--- config.mk ---
export PLATFORM = sky130hd
export DESIGN_NAME = tdm_demux_1x8
export DESIGN_NICKNAME = d
export VERILOG_FILES = /design/src/rtl/tdm_pkg.sv /design/src/rtl/tdm_slot_counter.sv /design/src/rtl/tdm_demux_1x8.sv
export SDC_FILE = /design/constraint.sdc
export NUM_CORES = 1
export LEC_CHECK = 0
export ABC_CLOCK_PERIOD_IN_PS = 2900
export CORE_MARGIN = 2
export CORE_UTILIZATION = 50
export CTS_BUF_LIST = sky130_fd_sc_hd__clkbuf_2
export CTS_CLUSTER_SIZE = 28
export DETAILED_ROUTE_END_ITERATION = 16
export GPL_TIMING_DRIVEN = 0
export HOLD_SLACK_MARGIN = 0.06
export PLACE_DENSITY = 0.79
export SLEW_MARGIN = 20
export SYNTH_ARGS = -nofsm -noshare
export SYNTH_HDL_FRONTEND = slang
export SYNTH_HIERARCHICAL = 1
export SYNTH_SLANG_ARGS = --single-unit
--- constraint.sdc ---
create_clock -name clk -period 2.9 [get_ports clk]
set_input_delay 0.58 -clock clk [delete_from_list [all_inputs] [get_ports clk]]
set_output_delay 0.58 -clock clk [all_outputs]
set_load 0.005 [all_outputs]
--- src/rtl/tdm_pkg.sv ---
// Shared TDM link constants and FSM state type, used by both ends of the link.
package tdm_pkg;
   localparam int NUM_SLOTS = 8;
   localparam int SLOT_W    = 3;

   typedef enum logic {
      HUNT = 1'b0,
      RUN  = 1'b1
   } tdm_state_e;
endpackage

--- src/rtl/tdm_slot_counter.sv ---
// 3-bit TDM slot counter: clear, load-to-1 (resync), increment, terminal-count flag.
module tdm_slot_counter
   import tdm_pkg::*;
(
   input  logic              clk,
   input  logic              rst,
   input  logic              clr,
   input  logic              load1,
   input  logic              inc,
   output logic [SLOT_W-1:0] slot,
   output logic              tc
);

   logic [SLOT_W-1:0] slot_q;
   logic [SLOT_W-1:0] slot_d;

   always_comb begin
      slot_d = slot_q;
      if (clr) begin
         slot_d = '0;
      end else if (load1) begin
         slot_d = SLOT_W'(1);
      end else if (inc) begin
         slot_d = slot_q + 1'b1;
      end
   end

   always_ff @(posedge clk) begin
      if (rst) begin
         slot_q <= '0;
      end else begin
         slot_q <= slot_d;
      end
   end

   assign slot = slot_q;
   assign tc   = (slot_q == SLOT_W'(NUM_SLOTS - 1));

endmodule

--- src/rtl/tdm_demux_1x8.sv ---
// Receive-side 1:8 TDM demultiplexer: slot-routed shadow register, framing FSM,
// and a registered parallel frame output with a one-cycle valid pulse.
module tdm_demux_1x8
   import tdm_pkg::*;
#(
   parameter bit REQUIRE_SYNC = 1'b1
) (
   input  logic                 clk,
   input  logic                 rst,
   input  logic                 din,
   input  logic                 en,
   input  logic                 frame,
   output logic [NUM_SLOTS-1:0] y,
   output logic                 y_valid,
   output logic [SLOT_W-1:0]    slot,
   output logic                 sync_err
);

   tdm_state_e           state_q, state_d;
   logic [NUM_SLOTS-1:0] shadow_q, shadow_d;
   logic [NUM_SLOTS-1:0] y_q, y_d;
   logic                 y_valid_q, y_valid_d;
   logic                 sync_err_q, sync_err_d;

   logic                 cnt_clr;
   logic                 cnt_load1;
   logic                 cnt_inc;
   logic [SLOT_W-1:0]    slot_cur;
   logic                 slot_tc;

   tdm_slot_counter u_slot_counter (
      .clk   (clk),
      .rst   (rst),
      .clr   (cnt_clr),
      .load1 (cnt_load1),
      .inc   (cnt_inc),
      .slot  (slot_cur),
      .tc    (slot_tc)
   );

   always_comb begin
      state_d    = state_q;
      shadow_d   = shadow_q;
      y_d        = y_q;
      y_valid_d  = 1'b0;
      sync_err_d = 1'b0;
      cnt_clr    = 1'b0;
      cnt_load1  = 1'b0;
      cnt_inc    = 1'b0;

      if (en) begin
         unique case (state_q)
            HUNT: begin
               if (frame) begin
                  shadow_d[0] = din;
                  cnt_load1   = 1'b1;
                  state_d     = RUN;
               end
            end
            RUN: begin
               if (frame && (slot_cur != '0)) begin
                  // Early frame: the stale partial frame is simply overwritten.
                  sync_err_d  = 1'b1;
                  shadow_d[0] = din;
                  cnt_load1   = 1'b1;
               end else if (!frame && (slot_cur == '0) && REQUIRE_SYNC) begin
                  sync_err_d = 1'b1;
                  cnt_clr    = 1'b1;
                  state_d    = HUNT;
               end else begin
                  shadow_d[slot_cur] = din;
                  cnt_inc            = 1'b1;
                  if (slot_tc) begin
                     y_d       = {din, shadow_q[NUM_SLOTS-2:0]};
                     y_valid_d = 1'b1;
                  end
               end
            end
            default: state_d = state_q;
         endcase
      end
   end

   always_ff @(posedge clk) begin
      if (rst) begin
         state_q    <= REQUIRE_SYNC ? HUNT : RUN;
         shadow_q   <= '0;
         y_q        <= '0;
         y_valid_q  <= 1'b0;
         sync_err_q <= 1'b0;
      end else begin
         state_q    <= state_d;
         shadow_q   <= shadow_d;
         y_q        <= y_d;
         y_valid_q  <= y_valid_d;
         sync_err_q <= sync_err_d;
      end
   end

   assign y        = y_q;
   assign y_valid  = y_valid_q;
   assign slot     = slot_cur;
   assign sync_err = sync_err_q;

endmodule

==> results of run 1 <==
## kinds of logic after synthesis
group                    Yosys count  share of synthesized area, %
XOR/XNOR                           1                         0.922
adder cells (fa/ha/maj)            5                          6.59
multiplexers                      10                          10.5
AO/OA/AOI/OAI                     11                          7.25
AND/OR/NAND/NOR                   50                          27.4
flip-flops                        21                          44.3
buffers and inverters              7                          3.03
## critical path, stage by stage
cell	delay, ps
sky130_fd_sc_hd__clkdlybuf4s50_1	560
sky130_fd_sc_hd__inv_1	90
sky130_fd_sc_hd__ha_1	360
sky130_fd_sc_hd__and3_1	350
sky130_fd_sc_hd__mux2i_1	130
sky130_fd_sc_hd__nor4_1	220
## cell usage in the layout, fill, tap and decap left out, drive strengths merged
master         count
nor3               2
nor4               3
dfxtp             21
and2b              1
nand2b            10
or3                1
and4b              1
a21oi              9
nor2b              1
clkbuf             6
nand3              4
buf                2
clkdlybuf4s50     17
nand4              1
nor2               4
and4               1
o32ai              1
nand2             19
and3               2
ha                 5
mux2i             10
xor2               1
inv                3
o21a               1
## cell type report
| cell class | instances | area, sq um |
|---|---|---|
| Fill cell | 164 | 593 |
| Multi-Input combinational cell | 77 | 500 |
| Clock buffer | 4 | 20.0 |
| Tap cell | 25 | 31.3 |
| Sequential cell | 21 | 420 |
| Inverter | 3 | 11.3 |
| Buffer | 4 | 17.5 |
| Timing Repair Buffer | 17 | 170 |
## metrics by stage
step / hold WS [ps] / util, %
finish: 464 / 66.4
global route: 479 / 66.4
floorplan: 432 / -
detailed placement: 447 / 65.2
global placement: 440 / 65.2
CTS: 469 / 66.4
## registers in the layout, indices dropped and copies added, names as in the netlist
name / count
state_q: 1
sync_err: 1
y: 8
shadow_q: 7
u_slot_counter/slot: 3
y_valid: 1
## power breakdown
group / internal, mW / leakage, nW / switching, mW
Sequential: 0.293 / 0.170 / 0.00462
Combinational: 0.0256 / 0.293 / 0.0277
Clock: 0.0365 / 0.0166 / 0.0874
Total: 0.355 / 0.479 / 0.120
## worst max path at each step
stage                                       from                     end  slack [ps]  depth (start not counted)
final                                      frame  u_slot_counter/slot[1]         850                          6
after global routing      u_slot_counter/slot[0]  u_slot_counter/slot[1]         770                          6
after floorplan           u_slot_counter/slot[1]  u_slot_counter/slot[0]        1100                          6
after detailed placement                   frame  u_slot_counter/slot[1]         500                          6
after global placement                     frame  u_slot_counter/slot[0]         590                          6
after CTS                                  frame  u_slot_counter/slot[1]         850                          6
## routing by layer
metal,up-vias,GRT usage [%]
met3,4,3.77
met4,0,8.11
met1,354,26.3
met5,-,0
li1,402,-
met2,20,27.8
## synth_stat cells (all sizes together)
cell type  instances
dfxtp             21
nand2             19
mux2i             10
nand2b            10
a21oi              9
ha                 5
nand3              4
nor2               4
inv                3
nor4               3
and3               2
buf                2
clkbuf             2
nor3               2
and2b              1
and4               1
and4b              1
nand4              1
nor2b              1
o21a               1
o32ai              1
or3                1
xor2               1
==> results, run 1 <==
- CTS built an H-tree with a depth of 1.
- The clock latency on the worst-skew pair is 320 ps.
- STA classifies the critical path startpoint as an input port.
- The design draws 0.475 mW.
- The average routed wire per standard cell is 12.2 microns.
- Summed over all failing endpoints, the final setup total negative slack is 0 ps.
- The total core area is 1760 sq um.
- The data required time of the worst path is 3140 ps.
- Signal routing reaches up to met4.
- The fraction of synthesized cell area taken by the top area cell type is 44.3%.
- The path type of the worst min-delay path is register to register.
- The launch point of the worst reg-to-reg path is u_slot_counter/slot[1].
- For this block, the routed nets add up to about 1800 microns of wire.
- Timing analysis after detailed placement gives a worst setup slack of 495 ps.
- The highest fanout seen on the critical path is 6.
- The routed length on met3 is 73 microns.
- 18 I/O pins were placed.
- In this run the horizontal extent of the chip is 47.6 microns.
- The number of design-rule violations left by the first detailed-router iteration is 32.
- The post-cts sizing count is 0.
- The final cell count without fillers is 151.
- The post-synth net total is 115.
- The die area is around 2300 sq um.
- By startpoint and endpoint, the worst setup path is classified as input port to register.
- In the final design database the tool counted 137 nets.
- The cell at the root of the clock tree is sky130_fd_sc_hd__clkbuf_2.
- Summing all placed instances gives a cell area of 1150 sq um.
- The number of antenna diodes in the final layout is 0.
- The via count of the first global-routing pass is roughly 650.
- Based on the critical path, the design can be clocked at up to approximately 0.5 GHz.
- Dividing the final minimum period by the clock period gives ~70%.
- In this run the power density over the cells is 406 nW/um^2.
- In this run the most critical hold path is launched from y[7].
- The finished layout cell area is 1170 sq um.
- The first global-routing pass estimated 2900 microns of wire.
- TritonCTS built the clock tree.
- The floorplan has 15 rows.
- The smallest setup slack after layout is 852 ps.
- The routed design uses 862 microns of met2 wire.
- The total count of hold-check failures in the final report is 0.
- Port buffering added 17 buffers.
- Summed over all instances, the cell type with the most area after synthesis is sky130_fd_sc_hd__dfxtp_1.
- Summed over all nets, the half-perimeter wirelength after detailed placement is between 1000 and 1500 microns.
- During synthesis, Yosys emitted a total of 6 warnings.
- The summed instance area of the synthesized netlist is between 900 and 1000 sq um.
- The leakage component of the power is 0.479 nW.
- The setup clock skew after layout is 9.42 ps.
- The pin count of the biggest net entering global routing is 12.
- In the final layout, the share of cells above drive strength 1 is 6.35%.
- Across the VDD grid, the largest voltage drop is 315 uV.
- The die is 47.6 microns tall.
- The post-route met1 wirelength is 876 microns.
- In this run the tightest slew margin relative to its limit is 70.4%.
- Synthesis inferred 21 register bits.
- In the routed design, unresolved DRC markers number 0.
- The clock passes through at most 2 buffers.
- Once the floorplan was initialized, standard cells occupied 53.8% of the core.
- The via count is 780.
- The slack of the worst reg-to-reg path is 900 ps.
- The share of the yosys chip area belonging to registers is 44.3%.
- Dividing the detail-routed via count by the number of cells gives a little over 5.
- The number of pins exceeding their max-slew limit in the final report came to 0.
- The max-capacitance violation count is 0.
- The initial antenna violation count is 0.
- The terminating pin of the worst hold path is y[7].
- The number of cells in the design after placement is 147.
- The number of standard cells after synthesis is 105.
- The mean cell area of the mapped netlist is 9.04 sq um.
- The number of setup buffers added after CTS is 0.
- The minimum clock period after layout is 2050 ps.
- Data arrives at the worst endpoint at approximately 2300 ps.
- The number of hold buffers added after CTS was 0.
- Once detail routing completed, the nets flagged for antenna violations numbered 0.
- Global routing used a little under a fifth of the available tracks across all layers.
- The run finished with clean final reports.
- The worst reg2reg path depth is 6.
- The register clock-pin slew on the reported worst setup and hold paths is 190 ps.
- The final global-route overflow total is 0.
- After synthesis, the cell types taking the most area are sky130_fd_sc_hd__dfxtp_1, sky130_fd_sc_hd__mux2i_1, sky130_fd_sc_hd__nand2_1, sky130_fd_sc_hd__ha_1, sky130_fd_sc_hd__nand2b_1.
- The worst setup path is captured at a register.
- The worst hold path was traced through 2 stages.
- Setup repair after global routing left no endpoint under its margin.
- The area growth from synthesis to layout is 23.3%.
- The pin slew with the least headroom to its limit is approximately 440 ps.
- The weighted congestion at the end of routability-driven global placement is ~0.8.
- The number of CTS-inserted buffers is 3.
- The first detailed-routing pass took 4 iterations.
- The clock sink total is 21.
- The count of distinct cell types in the synthesized netlist is 23.
- The endpoint identified for the worst register-to-register timing path is u_slot_counter/slot[1].
- Setup violations remaining at the end of the flow were counted as 0.
No activity file was read; power rests on OpenSTA's default activity.
==> inputs of run 2 (changes only) <==
- ABC_CLOCK_PERIOD_IN_PS: 2900 -> 2100
- clock period: 2.9 -> 2.1 ns (I/O delays scaled with it)
==> results, run 2 (synthesis gave the netlist of run 1 again) <==
- The clock sink total is 21.
- Setup repair after global routing left no endpoint under its margin.
- The type of destination of the critical path is a register.
- The post-CTS setup buffer count is 0.
- The post-detailed-placement half-perimeter wirelength is approximately 1300 microns.
- For this run, the top clock speed supported by timing is around 0.51 GHz.
- The average routed wire per standard cell is roughly 12 microns.
- During I/O placement, the number of pins put on the boundary was 18.
- On the critical path, the stage with the largest delay is an instance of sky130_fd_sc_hd__or3_4.
- The number of pins exceeding their max-slew limit in the final report was 0.
- The slack of the worst reg-to-reg path is 130 ps.
- The number of hold buffers added after CTS was 0.
- The maximum number of buffers from clock root to sink is 2.
- Leaving out fill and tap cells, the most frequent cells in the layout are sky130_fd_sc_hd__dfxtp_1, sky130_fd_sc_hd__nand2_1, sky130_fd_sc_hd__clkdlybuf4s50_1, sky130_fd_sc_hd__mux2i_1, sky130_fd_sc_hd__nand2b_1.
- The run finished with clean final reports.
- The critical path crosses 6 cells after its start point.
- In the routed design, unresolved DRC markers number 0.
- Subtracting the final worst setup slack from the clock period gives between 1500 and 2000 ps.
- The cell at the root of the clock tree is sky130_fd_sc_hd__clkbuf_2.
- Max-cap violations in this run came to 0.
- Global routing used 18.7% of the available tracks.
- The post-route netlist has 7.94% of its cells at a drive strength greater than 1.
- The number of endpoints failing setup at the final stage is 0.
- The final cell count without fillers is 151.
- The worst setup path is launched from a register.
- The initial antenna violation count was 0.
- TritonCTS built the clock tree.
- The number of H-tree branching levels is 1.
- The count of buffers from port buffering is 17.
- The setup clock skew after layout is 13.4 ps.
- The congestion estimate from routability-driven global placement came to 0.792.
- For this run, the slowest stage of the critical path takes 440 ps.
- The effective utilization at floorplan is 53.8%.
- Clock latency on the worst-skew pair, taken at its later pin, is 330 ps.
- Traced cell by cell, the critical path runs through or3_4, inv_1, ha_1, and3_1, xor2_1, o21a_1.
- The die extent in y is 47.6 microns.
- The worst register-to-register path begins at u_slot_counter/slot[1].
- In the routed layout, each cell is associated on average with a via count of about 5.2.
- The via count of the first global-routing pass was 647.
- The number of flip-flops under the largest register name is 8.
- Row generation in the floorplan step produced 15 rows.
- Measured in cells, the most critical reg-to-reg path has a length of 6.
- For this run, the post-layout net count is 137.
- The number of cells in the design after placement is 147.
- The die area is roughly 2300 sq um.
- The kind of critical path is register to register.
- For this design the static power due to leakage is 0.480 nW.
- The most common cell after layout, fill and taps aside is sky130_fd_sc_hd__dfxtp_1.
- The kind of cell adding the most delay to the critical path is simple AND/OR/NAND/NOR gates.
- From synthesis to final layout, the design area changed by 24.1%.
- After the first detailed-routing iteration, the DRC count stood at 18.
- IR analysis of the VDD net gives a maximum drop of 379 uV.
- The number of buffers and inverters on the critical path is 1.
- In this run the standard cell core region covers 1760 sq um.
- The antenna violation net count after detailed routing is 0.
- The number of clock buffers added by TritonCTS is 3.
- The terminating pin of the worst hold path is y[1].
- The tightest min-delay check is of the register to register type.
- The pin slew with the least headroom to its limit is 438 ps.
- Measured against its own limit, the worst slew margin works out to 70.8%.
- The register clock-pin slew on the reported worst setup and hold paths is 200 ps.
- The worst hold path passes through 2 cells.
- The critical path arrival is around 2200 ps.
- The total count of hold-check failures in the final report is 0.
- The count of TritonRoute iterations in the first routing pass is 4.
- The first global-routing pass estimated approximately 2900 microns of wire.
- The accumulated negative setup slack is 0 ps.
- The number of diodes added for antenna fixing is 0.
- The via count is 780.
- For this run the aggregate overflow at the end of global routing stands at 0.
- Entering global routing, the biggest net connects 12 pins.
- In this run the horizontal extent of the chip is about 48 microns.
- Power spread over the standard cell area amounts to 561 nW/um^2.
- The highest fanout seen on the critical path is 8.
- The terminus of the critical flop-to-flop path is u_slot_counter/slot[0].
- The launch point of the worst hold path is y[1].
- The layout has 167 filler cells.
- Wires add up to 1880 microns.
- The fraction of the cycle the final worst path needs is between 90% and 100%.
- For the worst setup path, the data required time is ~2400 ps.
run 2: cell counts in the layout (fill, tap and decap cells not counted):
Identical to the previous run, type by type.
run 2: cell type report:
type	instances	area (sq um)	share of cell area (%)
multi-input combinational	77	507	43.0
tap	25	31.3	2.65
buffer	4	17.5	1.49
clock buffer	4	20.0	1.70
timing repair buffer	17	170	14.4
sequential	21	422	35.8
inverter	3	11.3	0.955
run 2: worst register-to-register path: stages, from the launching register on:
cell	delay, ps
sky130_fd_sc_hd__dfxtp_1	430
sky130_fd_sc_hd__or3_4	440
sky130_fd_sc_hd__inv_1	90
sky130_fd_sc_hd__ha_1	280
sky130_fd_sc_hd__and3_1	300
sky130_fd_sc_hd__xor2_1	190
sky130_fd_sc_hd__o21a_1	170
run 2: per-stage QoR:
stage	setup WS [ps]	cell area (sq um)	hold slack (ps)	power [mW]	util, %
global placement	-50.5	1150	440	0.489	65.2
detailed placement	-145	1150	447	0.492	65.2
CTS	95.6	1170	469	0.661	66.4
global route	36.6	1180	479	0.689	66.8
floorplan	302	950	432	0.464	-
finish	126	1180	467	0.661	66.8
run 2: how the worst max path moves through the flow:
stage	end	startpoint	slack, ps
global route	u_slot_counter/slot[2]	u_slot_counter/slot[1]	40
global placement	u_slot_counter/slot[0]	frame	-50
floorplan	u_slot_counter/slot[0]	u_slot_counter/slot[1]	300
finish	u_slot_counter/slot[0]	u_slot_counter/slot[1]	130
detailed placement	u_slot_counter/slot[1]	frame	-140
CTS	u_slot_counter/slot[1]	u_slot_counter/slot[0]	100
run 2: repair_timing:
| item | CTS | global route |
|---|---|---|
| gates resized for setup | 0 | 2 |
| setup endpoints to repair | 0 | 1 |
| hold endpoints to repair | 0 | 0 |
run 2: routing by layer:
metal  share of wire (%)  vias to the layer above  global-route usage, %
met2                  45                       19                   27.8
met3                 3.8                        4                   3.77
met4                 1.4                        0                   8.11
li1                    -                      400                      -
met5                   0                        -                      0
met1                  49                      357                   26.3
run 2: report_power, final:
| part | total (mW) | switching [mW] | internal, mW |
|---|---|---|---|
| logic | 0.0746 | 0.0391 | 0.0355 |
| registers | 0.412 | 0.00630 | 0.405 |
| clock network | 0.175 | 0.125 | 0.0504 |
| total | 0.661 | 0.170 | 0.491 |
==> inputs of run 3 (changes only) <==
- ABC_AREA: not set -> 1
==> results, run 3 <==
- The synthesized design contains 21 register bits.
- The number of antenna diodes in the final layout is 0.
- Summing the sequential cell areas from Yosys gives a little over two fifths of the chip area.
- The worst-path cell with the longest stage delay is sky130_fd_sc_hd__dfxtp_1.
- Post-CTS repair changed the size of 0 cells.
- The floorplan step set the die height to 47.8 microns.
- The max-capacitance violation count is 0.
- The count of distinct cell types in the synthesized netlist is 15.
- In the synthesized netlist the dominant register cell turns out to be sky130_fd_sc_hd__dfxtp_1.
- The count of nets left with antenna violations once routing finished came out at 0.
- The number of design-rule violations left by the first detailed-router iteration is 24.
- CTS built an H-tree with a depth of 1.
- By area the synthesized netlist is led by sky130_fd_sc_hd__dfxtp_1, sky130_fd_sc_hd__nor2_1, sky130_fd_sc_hd__nand2_1, sky130_fd_sc_hd__inv_1, sky130_fd_sc_hd__ha_1.
- The startpoint type of the worst setup path is a register.
- The overall power is 0.652 mW.
- The number of warnings printed during yosys synthesis is 6.
- The I/O pin count is 18.
- Clock tree synthesis selected as its root buffer the cell sky130_fd_sc_hd__clkbuf_2.
- The post-CTS setup buffer count is 0.
- The clock drives 21 sinks.
- The number of pins exceeding their max-slew limit in the final report is 0.
- The async set-reset flop share out of synthesis is 0%.
- The remaining routing DRC violations is 0.
- The summed instance area of the synthesized netlist is approximately 960 sq um.
- In this run the biggest area consumer among cell types represents 43.9% of the synthesized area.
- The total detailed-routing wirelength is 1940 microns.
- The worst hold path belongs to the class register to register.
- The via count of the first global-routing pass is 823.
- The number of flip-flops under the largest register name is 8.
- Sorting the synthesized cells by how often they occur yields sky130_fd_sc_hd__nor2_1, sky130_fd_sc_hd__nand2_1, sky130_fd_sc_hd__dfxtp_1, sky130_fd_sc_hd__inv_1, sky130_fd_sc_hd__o21ai_0.
- The total core area is ~1800 sq um.
- The via count is 904.
- The most used cell along the critical path is sky130_fd_sc_hd__nand2_1.
- The clock latency on the worst-skew pair is 320 ps.
- The clock passes through at most 2 buffers.
- Clock tree synthesis inserted a total of 3 buffers.
- Global routing finished with a remaining overflow of 0.
- The initial antenna violation count was 0.
- On the worst path, the slowest cell contributes a delay of around 520 ps.
- The die area is 2280 sq um.
- After detailed routing, the average wire length per cell comes to 10.8 microns.
- The congestion estimate from routability-driven global placement came to 0.842.
- The ratio of routed vias to standard cells is 5.02.
- Entering global routing, the biggest net connects 13 pins.
- In the layout the commonest cells are sky130_fd_sc_hd__nor2_1, sky130_fd_sc_hd__nand2_1, sky130_fd_sc_hd__dfxtp_1, sky130_fd_sc_hd__inv_1, sky130_fd_sc_hd__clkdlybuf4s50_1.
- The worst ir drop on vdd is 383 uV.
- The cell count after synthesis came out at 134.
- The total number of placement rows is 15.
- The signal on the critical path passes through inv_1, nand2_1, inv_1, ha_1, nand2_4, nor3_1, nand2_1, nand2_1, nor2_1.
- The leakage component of the power is 0.557 nW.
- Cells with a size suffix above 1 make up between 7 and 8% of the layout.
- The mean cell area of the mapped netlist is 7.14 sq um.
- The total count of hold-check failures in the final report was 0.
- The area growth from synthesis to layout is 23.1%.
- The overall die width is 47.8 microns.
- The kind of critical path is register to register.
- Fill cells in the final layout number 172.
- At the placement stage, the worst setup path has a slack of slightly above 60 ps.
- The most common cell after layout, fill and taps aside is sky130_fd_sc_hd__nor2_1.
- After layout, the worst path uses 87.6% of the clock period.
- Adding up every negative setup slack in the final design gives 0 ps.
- The minimum clock period after layout is 1840 ps.
- Setup repair after global routing left no endpoint under its margin.
- The data required time of the worst path is ~2300 ps.
- The finished cells cover 1180 sq um.
- The number of hold buffers added after CTS was 0.
- For this configuration, the core starts out at a cell density of a little over half.
- The flow ran to the end, and the final reports show no timing, DRC or antenna violations.
- At the pin with the least slew margin, the transition time is 382 ps.
- Power spread over the standard cell area amounts to 553 nW/um^2.
- The highest fanout seen on the critical path is 8.
- The placed instance area is 1160 sq um.
- The type of destination of the critical path is a register.
- The first detailed-routing pass ran for 4 iterations.
- For the worst setup path, the data arrival time is ~2100 ps.
- In this run, synthesis inferred 0 flip-flops with an integrated enable.
- The post-synth net total is 144.
- The first global-routing pass estimated roughly 3300 microns of wire.
- The biggest area contributor in the post-synthesis netlist is sky130_fd_sc_hd__dfxtp_1.
- The minimum hold slack is 500 ps.
- The clock arrives with approximately 10 ps of skew.
- Buffers placed on the I/O ports in this run total 17.
- The post-detailed-placement half-perimeter wirelength is around 1400 microns.
- After clock tree synthesis, the clock-pin slew on the worst setup and hold paths is about 200 ps.
- At the end of the flow, the number of nets in the layout was 166.
- Setup violations remaining at the end of the flow were counted as 0.
- The worst max-slew margin expressed relative to the limit is around three quarters.
- The dominant cell by count in the synthesized netlist is sky130_fd_sc_hd__nor2_1.
- TritonCTS built the clock tree.
- In the global route stage, overall resource usage came out at between 20% and 30%.
- The smallest setup slack after layout is between 200 and 300 ps.
- For this run, the top clock speed supported by timing is 0.544 GHz.
-- run 3: through the flow --
stage          util (%)  cells
2_1_floorplan         -    134
3_3_place_gp       65.7    176
3_5_place_dp       65.7    176
4_1_cts            66.8    180
5_1_grt            66.8    180
6_report           66.8    180
-- run 3: per-layer routing --
layer	vias to the layer above	global-route usage, %	share of wire, %
met4	0	7.57	2.2
met5	-	0	0
met1	406	25.4	46
met2	28	34.4	48
met3	7	4.53	4.3
li1	463	-	-
-- run 3: critical path, delay by kind of cell, from the launching register on --
kind / cells / cell delay (ps)
adders and majority gates: 1 / 340
buffers and inverters: 2 / 200
DFF: 1 / 520
and+or+nand+nor: 6 / 700
-- run 3: cell families after synthesis --
logic type | share of synthesized area [%]
AOI/OAI and AO/OA | 9.93
buffers and inverters | 8.23
DFF | 43.9
and+or+nand+nor | 31.4
adders and majority gates | 6.54
-- run 3: where the power goes --
part           internal (mW)  total (mW)  switching (mW)
sequential             0.405       0.413         0.00778
clock                 0.0432       0.165           0.122
combinational         0.0293      0.0734          0.0441
total                  0.478       0.652           0.174
-- run 3: layout make-up --
type                    instances  area [sq um]  share of cell area [%]
flip-flops and latches         21           420                    35.7
inverters                      20          75.1                    6.37
clock buffers                   3          15.0                    1.27
repair buffers                 17           170                    14.4
clock inverters                 1          5.00                   0.425
well taps                      25          31.3                    2.65
plain buffers                   1          3.75                   0.318
multi-input cells              92           458                    38.9
-- run 3: worst paths after layout --
kind / start / end / slack (ps) / depth (start not counted)
max reg2reg: u_slot_counter/slot[0] / shadow_q[3] / 260 / 9
min: shadow_q[1] / y[1] / 500 / 2
min reg2reg: shadow_q[1] / y[1] / 500 / 2
max: u_slot_counter/slot[0] / shadow_q[3] / 260 / 9
